### config.mk
export PLATFORM = sky130hd
export DESIGN_NAME = vdecoder
export DESIGN_NICKNAME = d
export VERILOG_FILES = /design/src/rtl/vdec_pkg.sv /design/src/rtl/vdec_acs.sv /design/src/rtl/vdecoder.sv
export SDC_FILE = /design/constraint.sdc
export NUM_CORES = 1
export LEC_CHECK = 0
export CAP_MARGIN = 20
export CORE_AREA = 2 2 106 134
export DETAILED_ROUTE_END_ITERATION = 12
export DIE_AREA = 0 0 108 136
export GPL_TIMING_DRIVEN = 0
export PLACE_DENSITY = 0.72
export SYNTH_ARGS = -nofsm -noshare
export SYNTH_HDL_FRONTEND = slang
export SYNTH_SLANG_ARGS = --single-unit
### constraint.sdc
create_clock -name Clock -period 18.3 [get_ports Clock]
set_input_delay 5.49 -clock Clock [delete_from_list [all_inputs] [get_ports Clock]]
set_output_delay 5.49 -clock Clock [all_outputs]
set_load 0.01 [all_outputs]
### src/rtl/vdec_pkg.sv
// Shared constants and helpers for the K=3, rate-1/2 (7,5) Viterbi decoder.
// Optional feature macro: VDEC_ERRCNT_EN (corrected-symbol counter on the top level).
package vdec_pkg;

  localparam logic [2:0]  G0      = 3'b111;
  localparam logic [2:0]  G1      = 3'b101;
  localparam int unsigned NSTATES = 4;
  localparam int unsigned INIT_PM = 4;

  // Expected {c0,c1} when input u is applied in state {u[t-1],u[t-2]}.
  function automatic logic [1:0] exp_sym(input logic [1:0] state, input logic u);
    logic [2:0] taps;
    taps = {u, state};
    return {^(taps & G0), ^(taps & G1)};
  endfunction

  // Hamming distance between two 2-bit symbols (0..2).
  function automatic logic [1:0] hamming2(input logic [1:0] a, input logic [1:0] b);
    logic [1:0] x;
    x = a ^ b;
    return {x[1] & x[0], x[1] ^ x[0]};
  endfunction

endpackage

### src/rtl/vdec_acs.sv
// Add-compare-select for one trellis state: two predecessor metrics plus their branch
// metrics in, new (pre-normalisation) metric and winner select out.
module vdec_acs
  import vdec_pkg::*;
#(
  parameter int unsigned PM_WIDTH = 6
) (
  input  logic [PM_WIDTH-1:0] pm_a,
  input  logic [1:0]          bm_a,
  input  logic [PM_WIDTH-1:0] pm_b,
  input  logic [1:0]          bm_b,
  output logic [PM_WIDTH:0]   pm_new,
  output logic                sel
);

  logic [PM_WIDTH:0] sum_a;
  logic [PM_WIDTH:0] sum_b;

  // One extra bit of headroom so the add never wraps; ties keep predecessor a.
  always_comb begin
    sum_a  = {1'b0, pm_a} + {{(PM_WIDTH - 1){1'b0}}, bm_a};
    sum_b  = {1'b0, pm_b} + {{(PM_WIDTH - 1){1'b0}}, bm_b};
    sel    = (sum_b < sum_a);
    pm_new = sel ? sum_b : sum_a;
  end

endmodule

### src/rtl/vdecoder.sv
// Hard-decision Viterbi decoder for the serial (7,5) coded stream from vencoder.
// Register-exchange survivors, fixed decode latency of TB_DEPTH symbols.
// Define VDEC_ERRCNT_EN to add the err_cnt port and its saturating counter.
module vdecoder
  import vdec_pkg::*;
#(
  parameter int unsigned TB_DEPTH = 15,
  parameter int unsigned PM_WIDTH = 6
) (
  input  logic        Clock,
  input  logic        reset,
  input  logic        in,
  output logic        out,
  output logic        out_vld
`ifdef VDEC_ERRCNT_EN
  ,
  output logic [15:0] err_cnt
`endif
);

  localparam int unsigned      CntW = $clog2(TB_DEPTH + 1);
  localparam logic [PM_WIDTH:0] Half = {2'b01, {(PM_WIDTH - 1){1'b0}}};

  logic                phase_q;
  logic                c0_q;
  logic [1:0]          sym;
  logic [PM_WIDTH-1:0] pm_q     [NSTATES];
  logic [PM_WIDTH-1:0] pm_d     [NSTATES];
  logic [PM_WIDTH:0]   pm_new   [NSTATES];
  logic [1:0]          bm_a     [NSTATES];
  logic [1:0]          bm_b     [NSTATES];
  logic [NSTATES-1:0]  sel;
  // The oldest survivor bit is only ever consumed as the output, so registers keep
  // TB_DEPTH-1 bits and the full TB_DEPTH-bit survivor exists combinationally.
  logic [TB_DEPTH-2:0] surv_q   [NSTATES];
  logic [TB_DEPTH-2:0] surv_d   [NSTATES];
  logic [TB_DEPTH-1:0] surv_full[NSTATES];
  logic [1:0]          best_lo;
  logic [1:0]          best_hi;
  logic [1:0]          best;
  logic                all_high;
  logic [CntW-1:0]     fill_q;
  logic [CntW-1:0]     fill_d;
  logic                out_q;
  logic                out_d;
  logic                vld_q;
  logic                vld_d;

  assign sym = {c0_q, in};

  // New state n={u,s1}: predecessors are {n[0],0} (lower) and {n[0],1}, input bit is n[1].
  for (genvar n = 0; n < NSTATES; n++) begin : gen_acs
    localparam logic [1:0] P0 = 2'((n % 2) * 2);
    localparam logic [1:0] P1 = 2'((n % 2) * 2 + 1);
    localparam logic       U  = 1'(n / 2);

    assign bm_a[n] = hamming2(exp_sym(P0, U), sym);
    assign bm_b[n] = hamming2(exp_sym(P1, U), sym);

    vdec_acs #(
      .PM_WIDTH(PM_WIDTH)
    ) u_acs (
      .pm_a  (pm_q[P0]),
      .bm_a  (bm_a[n]),
      .pm_b  (pm_q[P1]),
      .bm_b  (bm_b[n]),
      .pm_new(pm_new[n]),
      .sel   (sel[n])
    );

    assign surv_full[n] = {(sel[n] ? surv_q[P1] : surv_q[P0]), U};
  end

  // Best-state min tree; ties resolve to the lowest state index.
  always_comb begin
    best_lo = (pm_new[1] < pm_new[0]) ? 2'd1 : 2'd0;
    best_hi = (pm_new[3] < pm_new[2]) ? 2'd3 : 2'd2;
    best    = (pm_new[best_hi] < pm_new[best_lo]) ? best_hi : best_lo;
  end

  // Next-state: metrics, survivors, fill and output only move on the symbol edge.
  always_comb begin
    all_high = 1'b1;
    for (int unsigned i = 0; i < NSTATES; i++) begin
      if (pm_new[i] < Half) all_high = 1'b0;
    end
    pm_d   = pm_q;
    surv_d = surv_q;
    fill_d = fill_q;
    out_d  = out_q;
    vld_d  = 1'b0;
    if (phase_q) begin
      for (int unsigned i = 0; i < NSTATES; i++) begin
        pm_d[i]   = all_high ? PM_WIDTH'(pm_new[i] - Half) : PM_WIDTH'(pm_new[i]);
        surv_d[i] = surv_full[i][TB_DEPTH-2:0];
      end
      fill_d = (fill_q == CntW'(TB_DEPTH)) ? fill_q : fill_q + CntW'(1);
      vld_d  = (fill_d == CntW'(TB_DEPTH));
      if (vld_d) out_d = surv_full[best][TB_DEPTH-1];
    end
  end

  // State registers; c0 is captured on the phase-0 edge.
  always_ff @(posedge Clock or negedge reset) begin
    if (!reset) begin
      phase_q <= 1'b0;
      c0_q    <= 1'b0;
      for (int unsigned i = 0; i < NSTATES; i++) begin
        pm_q[i]   <= (i == 0) ? '0 : PM_WIDTH'(INIT_PM);
        surv_q[i] <= '0;
      end
      fill_q  <= '0;
      out_q   <= 1'b0;
      vld_q   <= 1'b0;
    end else begin
      phase_q <= ~phase_q;
      if (!phase_q) c0_q <= in;
      pm_q    <= pm_d;
      surv_q  <= surv_d;
      fill_q  <= fill_d;
      out_q   <= out_d;
      vld_q   <= vld_d;
    end
  end

  assign out     = out_q;
  assign out_vld = vld_q;

`ifdef VDEC_ERRCNT_EN
  logic [15:0] err_q;
  logic [15:0] err_d;
  logic [1:0]  bm_win;

  // Count symbols whose winning branch into the best state was not error-free.
  always_comb begin
    bm_win = sel[best] ? bm_b[best] : bm_a[best];
    err_d  = err_q;
    if (phase_q && (bm_win != 2'd0) && (err_q != 16'hFFFF)) err_d = err_q + 16'd1;
  end

  // Error counter register.
  always_ff @(posedge Clock or negedge reset) begin
    if (!reset) err_q <= '0;
    else        err_q <= err_d;
  end

  assign err_cnt = err_q;
`endif

endmodule
==> results by stage, run 1 <==
Synth:
- The total nets after synthesis is around 770.
- The biggest area contributor in the post-synthesis netlist is dfrtp_1.
- For this run, the leading register cell type out of synthesis is dfrtp_1.
- Counting flops with a built-in enable in the synthesized netlist gives 0.
- The share of synthesized flip-flops with an asynchronous set or reset is 1.00.
- The share of the Yosys chip area taken by registers is 0.316.
- The area share of the largest cell type after synthesis is 0.304.
- After synthesis, the netlist uses 74 different library cells.
- In this run the mean area of a mapped cell was slightly above 9 sq um.
- The number of warnings printed during yosys synthesis is 0.
- The cell count after synthesis is around 710.
- The netlist area before placement is around 6600 sq um.
- The number of synthesized register bits is slightly above 80.
- Ranked by total cell area, the synthesized netlist is headed by dfrtp_1 (30%), mux2i_1 (11%), ha_1 (10%).

Critical path:
- The worst setup path is launched from an input pin.
- The endpoint class of the critical path is a register.
- Data arrives at the worst endpoint at around 13 ns.
- Of all nets on the critical path, the largest fanout is 10.
- The most numerous cell type found on the critical path is ha_1.
- The delay of the slowest cell on the worst path is approximately 0.58 ns.
- The critical path class is input pin to register.
- The critical-path cell with the highest stage delay is clkdlybuf4s50_1.
- For the worst setup path, the data required time is roughly 19 ns.

Placement:
- The placer's final routability congestion estimate is 0.919.
- The wire-length estimate of the detail-placed layout is ~13 mm.
- Timing analysis after detailed placement gives a worst setup slack of between 5 and 6 ns.
- During placement, the flow inserted port buffers numbering 4.

CTS:
- In this run, post-CTS hold repair placed 0 buffers.
- Buffers inserted during clock tree synthesis total 9.
- The TritonCTS clock tree is done.
- The depth of the CTS H-tree is 3.
- The cell at the root of the clock tree is clkbuf_16.
- Post-CTS timing repair inserted 0 buffers for setup.
- The clock drives a little over 80 sinks.
- Gates resized during post-CTS repair numbered 0.
- The clock slew seen by the registers of the worst setup and hold paths is roughly 0.060 ns.
- For the worst-skew pair, the clock arrives at the later sink with an insertion delay of approximately 0.34 ns.
- The buffer depth of the longest clock path is 2.

STA:
- The period utilization is 0.710.
- The time the final worst path needs with I/O delays and setup is roughly 13 ns.
- Setup repair after global routing left no endpoint under its margin.
- The number of hold-slack violations in the final timing report is 0.
- The smallest hold slack is approximately 0.48 ns.
- Across the routed clock network, the largest skew measured is 0.00613 ns.
- The worst slew margin relative to its limit is 0.370.
- Setup violations remaining at the end of the flow were counted as 0.
- The worst path setup slack after routing is ~5.3 ns.
- For the pin with the worst max-slew slack, the measured transition is around 0.94 ns.
- The number of pins with negative max-slew slack in the final report is 0.
- The total negative setup slack is 0 ns.
- For this run, the top clock speed supported by timing is ~0.077 GHz.

Outcome:
- The run finished with clean final reports.

Detailed routing:
- The number of search-and-repair iterations in the first detailed-routing pass is 5.
- The final wirelength is approximately 17 mm.
- The count of nets left with antenna violations once routing finished came out at 0.
- The via count of the routed design is 5396.
- After detailed routing, the number of remaining DRC violations is 0.
- After detailed routing, the average wire length per cell comes to 18.6 microns.
- The vias per cell is 5.94.
- For this block, the initial DRC count from the detailed router was between 300 and 400.

Die:
- The total core area is 13500 sq um.
- The floorplan has 48 rows.
- The die is around 110 microns wide.
- The die area is between 10000 and 15000 sq um.
- The number of ports placed on the die boundary is 5.
- In this run the vertical extent of the chip is 136 microns.
- The initial utilization of the core area, before any placement, comes to 0.487.

Global routing:
- Summed over all layers, the global routing overflow is 0.
- The first-pass GRT wire length is ~27 mm.
- The number of antenna violations at the first check in global routing is 0.
- The total global-route track usage is 0.242.
- The via count of the first global-routing pass was ~5400.
- Entering global routing, the biggest net connects 54 pins.

Job:
- The tool flagged a number of max-cap violations equal to 0.

Min path:
- The worst hold path belongs to the class register to register.

Final layout:
- The number of inserted diodes is 0.
- After the last flow step, the layout net total stands at between 700 and 800.
- The area added between synthesis and finish is 8.93%.
- The fraction of the core area covered by cells at the end of the flow is 0.531.
- The fraction of final layout cells sized beyond drive strength 1 is 0.121.
[cell usage after synthesis, drive strengths merged, types with 18 or more instances]
library cell	n
nand2	30
ha	53
xnor2	27
o21ai	20
mux2i	74
buf	20
inv	37
nor2	89
dfrtp	80
a21oi	94
clkbuf	18
[path summary, 6_finish.rpt]
path                            slack, ns                     to                   from  cells after the start
worst max-delay path                 5.31        out$_DFFE_PN0P_                     in                     31
worst min-delay path                 0.48  surv_q[0]$_DFFE_PN0P_  surv_q[0]$_DFFE_PN0P_                      1
worst max register to register      10.62        out$_DFFE_PN0P_       c0_q$_DFFE_PN0N_                     30
worst min register to register       0.48  surv_q[0]$_DFFE_PN0P_  surv_q[0]$_DFFE_PN0P_                      1
max in group asynchronous           12.54   pm_q[14]$_DFFE_PN1P_                  reset                      2
min in group asynchronous            5.09  surv_q[8]$_DFFE_PN0P_                  reset                      1
[worst max-delay path: cells and delay by family]
family / cells / cell delay (ns)
adders and majority gates: 7 / 2.26
and+or+nand+nor: 3 / 0.50
xor gates and xnor gates: 1 / 0.18
muxes: 2 / 0.65
buffers and inverters: 5 / 1.25
AOI/OAI and AO/OA: 13 / 2.90
[routing by layer]
metal / track usage / routed length (microns) / vias to the layer above
met2: 0.432 / 8630 / 128
li1: - / - / 2578
met3: 0.0345 / 620 / 49
met1: 0.279 / 6880 / 2641
met4: 0.121 / 739 / 0
met5: 0 / 0 / -
[stage by stage]
stage	cells	cell area, sq um
floorplan	712	6580
global placement	891	6840
detailed placement	892	6870
CTS	908	7170
global route	909	7170
finish	909	7170
[registers in the layout, summed over array words and instances (netlist names)]
| signal | cells |
|---|---|
| pm_q | 24 |
| fill_q | 4 |
| phase_q | 1 |
| c0_q | 1 |
| surv_q | 51 |
| out | 1 |
| out_vld | 1 |
[final cells by class]
type / instances / area, sq um
clock inverters: 4 / 32.5
flip-flops and latches: 83 / 2080
multi-input cells: 554 / 4160
inverters: 37 / 139
fillers: 1240 / 6340
plain buffers: 38 / 203
clock buffers: 12 / 267
well taps: 175 / 219
repair buffers: 6 / 70.1
[kinds of logic after synthesis]
group	synth area share
simple gates	0.133
flops	0.316
xor+xnor	0.0572
fa+ha+maj	0.102
compound gates	0.196
mux	0.143
buf+inv	0.0519
[cells in the final DEF, fill, tap and decap left out, types with 4 or more instances in the layout]
cell type  instances
nand2b_1           7
a21bo_2            4
buf_6              5
mux2i_1           73
dfrtp_1           80
nor2_1            89
xnor2_1           27
nor3_1             4
inv_1             37
a21boi_0           4
nand3b_1           7
a21o_1            11
clkbuf_1          18
nand3_1           12
xor2_1            16
buf_2             13
nand4_1            6
mux2_2            14
a21oi_2            4
o21ai_0           20
ha_1              53
clkbuf_16          9
nor2b_1            7
a21oi_1           90
o211ai_1           5
nand2_1           30
and3_1             4
Power of run 1 is not shown: default switching activity piles up to over one toggle a cycle in this logic, so the estimate is an artifact.
==> run 2: changes to the inputs <==
--- a/config.mk
+++ b/config.mk
@@ -10,7 +10,7 @@
 export DETAILED_ROUTE_END_ITERATION = 12
 export DIE_AREA = 0 0 108 136
 export GPL_TIMING_DRIVEN = 0
-export PLACE_DENSITY = 0.72
+export PLACE_DENSITY = 0.75
 export SYNTH_ARGS = -nofsm -noshare
 export SYNTH_HDL_FRONTEND = slang
 export SYNTH_SLANG_ARGS = --single-unit
==> constraint.sdc (replaced) <==
create_clock -name Clock -period 10.9 [get_ports Clock]
set_input_delay 3.27 -clock Clock [delete_from_list [all_inputs] [get_ports Clock]]
set_output_delay 3.27 -clock Clock [all_outputs]
set_load 0.01 [all_outputs]
==> results by stage, run 2 (synthesis gave the netlist of run 1 again) <==
STA:
- The worst slew margin relative to its limit was 0.431 (+0.0612).
- For the finished layout, the period the worst path requires is approximately 10 ns.
- Setup repair after global routing left no endpoint under its margin.
- The final-report setup violation count is 0 (unchanged).
- Derived from the worst setup path, the maximum achievable clock frequency is about 0.097 GHz.
- The period utilization is 0.942.
- The actual slew at the worst max-slew pin is 0.854 ns (-0.0861 ns).
- The number of hold-slack violations in the final timing report is 0 (unchanged).
- The setup clock skew after layout came to 0.00859 ns (+0.00246 ns).
- The number of pins with negative max-slew slack in the final report is 0 (unchanged).
- The total negative setup slack is 0 ns (unchanged).

CTS:
- The post-cts resize count is 0 (unchanged).
- The latest clock arrival within the worst-skew pair is 0.35 ns (about the same).
- The quantity of hold-fixing buffers added after cts was 0 (unchanged).
- CTS placed an instance of clkbuf_16 at the clock tree root.
- The TritonCTS clock tree is done.
- The clock net sink count was 83 (unchanged).
- The buffer count from post-CTS setup fixing is 0 (unchanged).
- The depth of the CTS H-tree is 3 (unchanged).
- The number of buffers created by CTS is 9 (unchanged).
- The buffer depth of the longest clock path is 2 (unchanged).
- The clock slew seen by the registers of the worst setup and hold paths came to 0.07 ns (about the same).

Die:
- The number of core rows came to 48 (unchanged).
- The total core area is 13500 sq um (unchanged).
- The initial core utilization came to 0.487 (unchanged).
- The die area is 14700 sq um (unchanged).
- The horizontal die dimension was 108 microns (unchanged).
- The number of ports placed on the die boundary was 5 (unchanged).
- The vertical die dimension is 136 microns (unchanged).

Critical path:
- The largest individual stage delay along the critical path comes from the cell clkdlybuf4s50_1.
- The cell depth of the worst flop-to-flop path is 30 (unchanged).
- The critical path is of the input pin to register type.
- The worst setup path is captured at a register.
- The critical-path maximum fanout is 10 (unchanged).
- The startpoint identified for the worst register-to-register timing path is c0_q$_DFFE_PN0N_.
- The capturing instance or port of the critical path is out$_DFFE_PN0P_.
- The worst path arrival time is 10.54 ns (-2.71 ns).
- The launch point of the critical path is in.
- The delay of the slowest cell on the worst path is 0.56 ns (-0.02 ns).
- The register-to-register path setup slack is 3.72 ns (-6.90 ns).
- In this run the critical register-to-register path is captured at out$_DFFE_PN0P_.
- The number of cells on the critical path is 31 (unchanged).
- The buffering stage count on the worst path with inverters included came to 5 (unchanged).
- The cell that appears most often on the critical path is ha_1.
- STA classifies the critical path startpoint as an input pin.
- The worst endpoint required time came to 11.17 ns (-7.39 ns).
- Broken down by cell family, the worst path's largest delay share belongs to compound AO/OA/AOI/OAI gates.

Global routing:
- The maximum number of pins on one net before global-route repair is 53 (-1.9%).
- The met1 capacity usage during global routing is 0.285 (+0.00593).
- The global routing met3 resource utilization is 0.0225 (-0.0120).
- The number of antenna violations at the first check in global routing came to 0 (unchanged).
- The fraction of met2 tracks used by global routing came to 0.423 (-0.00908).
- The total overflow reported by the global router is 0 (unchanged).
- The via count of the first global-routing pass came to 5273 (-3.2%).
- The total global-route track usage is 0.236 (-0.00593).
- The first-pass GRT wire length is 26.9 mm (-0.94%).
- The peak-usage layer in the global routing report is met2.

Detailed routing:
- The number of search-and-repair iterations in the first detailed-routing pass is 5 (unchanged).
- The DRC marker count from the first detailed-route iteration was 266 (-32%).
- The final wirelength was 16.2 mm (-4.2%).
- The routed wirelength normalized by instance count is 17.7 microns (-4.4%).
- The DRC violation count after routing came to 0 (unchanged).
- The vias per cell is 5.83 (-1.8%).
- The residual antenna-violating net count after detailed routing is 0 (unchanged).
- The via count of the routed design came to 5312 (-1.6%).

Final layout:
- The number of inserted filler cells in the final layout came to 1210 (-2.4%).
- In the final layout, the registers with the most flip-flops are surv_q (51), pm_q (24), fill_q (4).
- The area of all sequential standard cells is 2080 sq um (unchanged).
- Leaving out fill and tap cells, the most frequent cells in the layout are a21oi_1 (90), nor2_1 (89), dfrtp_1 (80).
- The post-layout net count is 787 (+0.25%).
- More flip-flops sit in one register than any other, and that register is surv_q.
- The library cell used most frequently in the layout, excluding fill and tap cells, is a21oi_1.
- The footprint of the multi-input gates is 4160 sq um (unchanged).
- The number of flip-flops in the largest register is 51 (unchanged).
- The fraction of final layout cells sized beyond drive strength 1 came to 0.121 (-0.000329).
- The number of inserted diodes is 0 (unchanged).
- The area growth from synthesis to layout is 9.14%.

Outcome:
- The flow ran to the end, and the final reports show no timing, DRC or antenna violations.

Placement:
- The placer's final routability congestion estimate is 0.912 (-0.85%).
- The post-detailed-placement half-perimeter wirelength is 12.1 mm (-6.8%).
- The number of buffers inserted by port buffering came to 4 (unchanged).

Job:
- The number of max-cap violations came to 0 (unchanged).

Min path:
- The worst hold path class is register to register.
-- run 2: cell count changes in the layout (fill, tap and decap cells not counted), sizes merged --
cell | before | now
buf | 23 | 24
bufinv | 0 | 1
clkbuf | 30 | 31
clkinv | 1 | 2
clkinvlp | 2 | 0
-- run 2: layout make-up --
| cell class | instances | area share |
|---|---|---|
| tap | 175 | 0.0305 |
| clock buffer | 12 | 0.0343 |
| sequential | 83 | 0.290 |
| multi-input combinational | 554 | 0.579 |
| timing repair buffer | 8 | 0.0122 |
| clock inverter | 4 | 0.00679 |
| buffer | 38 | 0.0282 |
| inverter | 37 | 0.0193 |
-- run 2: layer usage --
| metal | wire length, microns | part of all wire |
|---|---|---|
| met4 | 584 | 0.036 |
| met1 | 6750 | 0.42 |
| met3 | 515 | 0.032 |
| met2 | 8300 | 0.51 |
| met5 | 0 | 0 |
-- run 2: how the worst min path moves through the flow --
stage,from,endpoint,slack (ns),cells after the start
final,surv_q[0]$_DFFE_PN0P_,surv_q[0]$_DFFE_PN0P_,0.48,1
after CTS,surv_q[0]$_DFFE_PN0P_,surv_q[0]$_DFFE_PN0P_,0.49,1
after detailed placement,surv_q[0]$_DFFE_PN0P_,surv_q[0]$_DFFE_PN0P_,0.47,1
after global placement,surv_q[0]$_DFFE_PN0P_,surv_q[0]$_DFFE_PN0P_,0.47,1
after floorplan,surv_q[0]$_DFFE_PN0P_,surv_q[0]$_DFFE_PN0P_,0.44,1
after global routing,surv_q[0]$_DFFE_PN0P_,surv_q[0]$_DFFE_PN0P_,0.50,1
-- run 2: through the flow --
stage | std cells | hold WS, ns | worst slack (ns) | instance area, sq um | util
2_1_floorplan | 712 | 0.439 | 1.75 | 6580 | -
6_report | 911 | 0.483 | 0.629 | 7180 | 0.532
3_5_place_dp | 892 | 0.471 | 0.213 | 6870 | 0.508
5_1_grt | 911 | 0.505 | 0.186 | 7180 | 0.532
4_1_cts | 908 | 0.487 | 0.524 | 7160 | 0.530
3_3_place_gp | 891 | 0.466 | 0.221 | 6840 | 0.506
-- run 2: worst register-to-register path: cells and delay by family, from the launching register on --
family                     cells  cell delay, ns
AOI/OAI and AO/OA             13            2.63
adders and majority gates      7            2.17
buffers and inverters          4            0.63
muxes                          2            0.54
and+or+nand+nor                3            0.51
DFF                            1            0.43
xor gates and xnor gates       1            0.20
Power of run 2 is left out for the same reason.
==> run 3: changes to the inputs <==
--- a/config.mk
+++ b/config.mk
@@ -7,6 +7,7 @@
 export LEC_CHECK = 0
 export CAP_MARGIN = 20
 export CORE_AREA = 2 2 106 134
+export CTS_CLUSTER_SIZE = 24
 export DETAILED_ROUTE_END_ITERATION = 12
 export DIE_AREA = 0 0 108 136
 export GPL_TIMING_DRIVEN = 0
==> results of run 3 <==
Final layout, timing and power as in run 2 (identical DEF).
Power of run 3 is left out for the same reason.
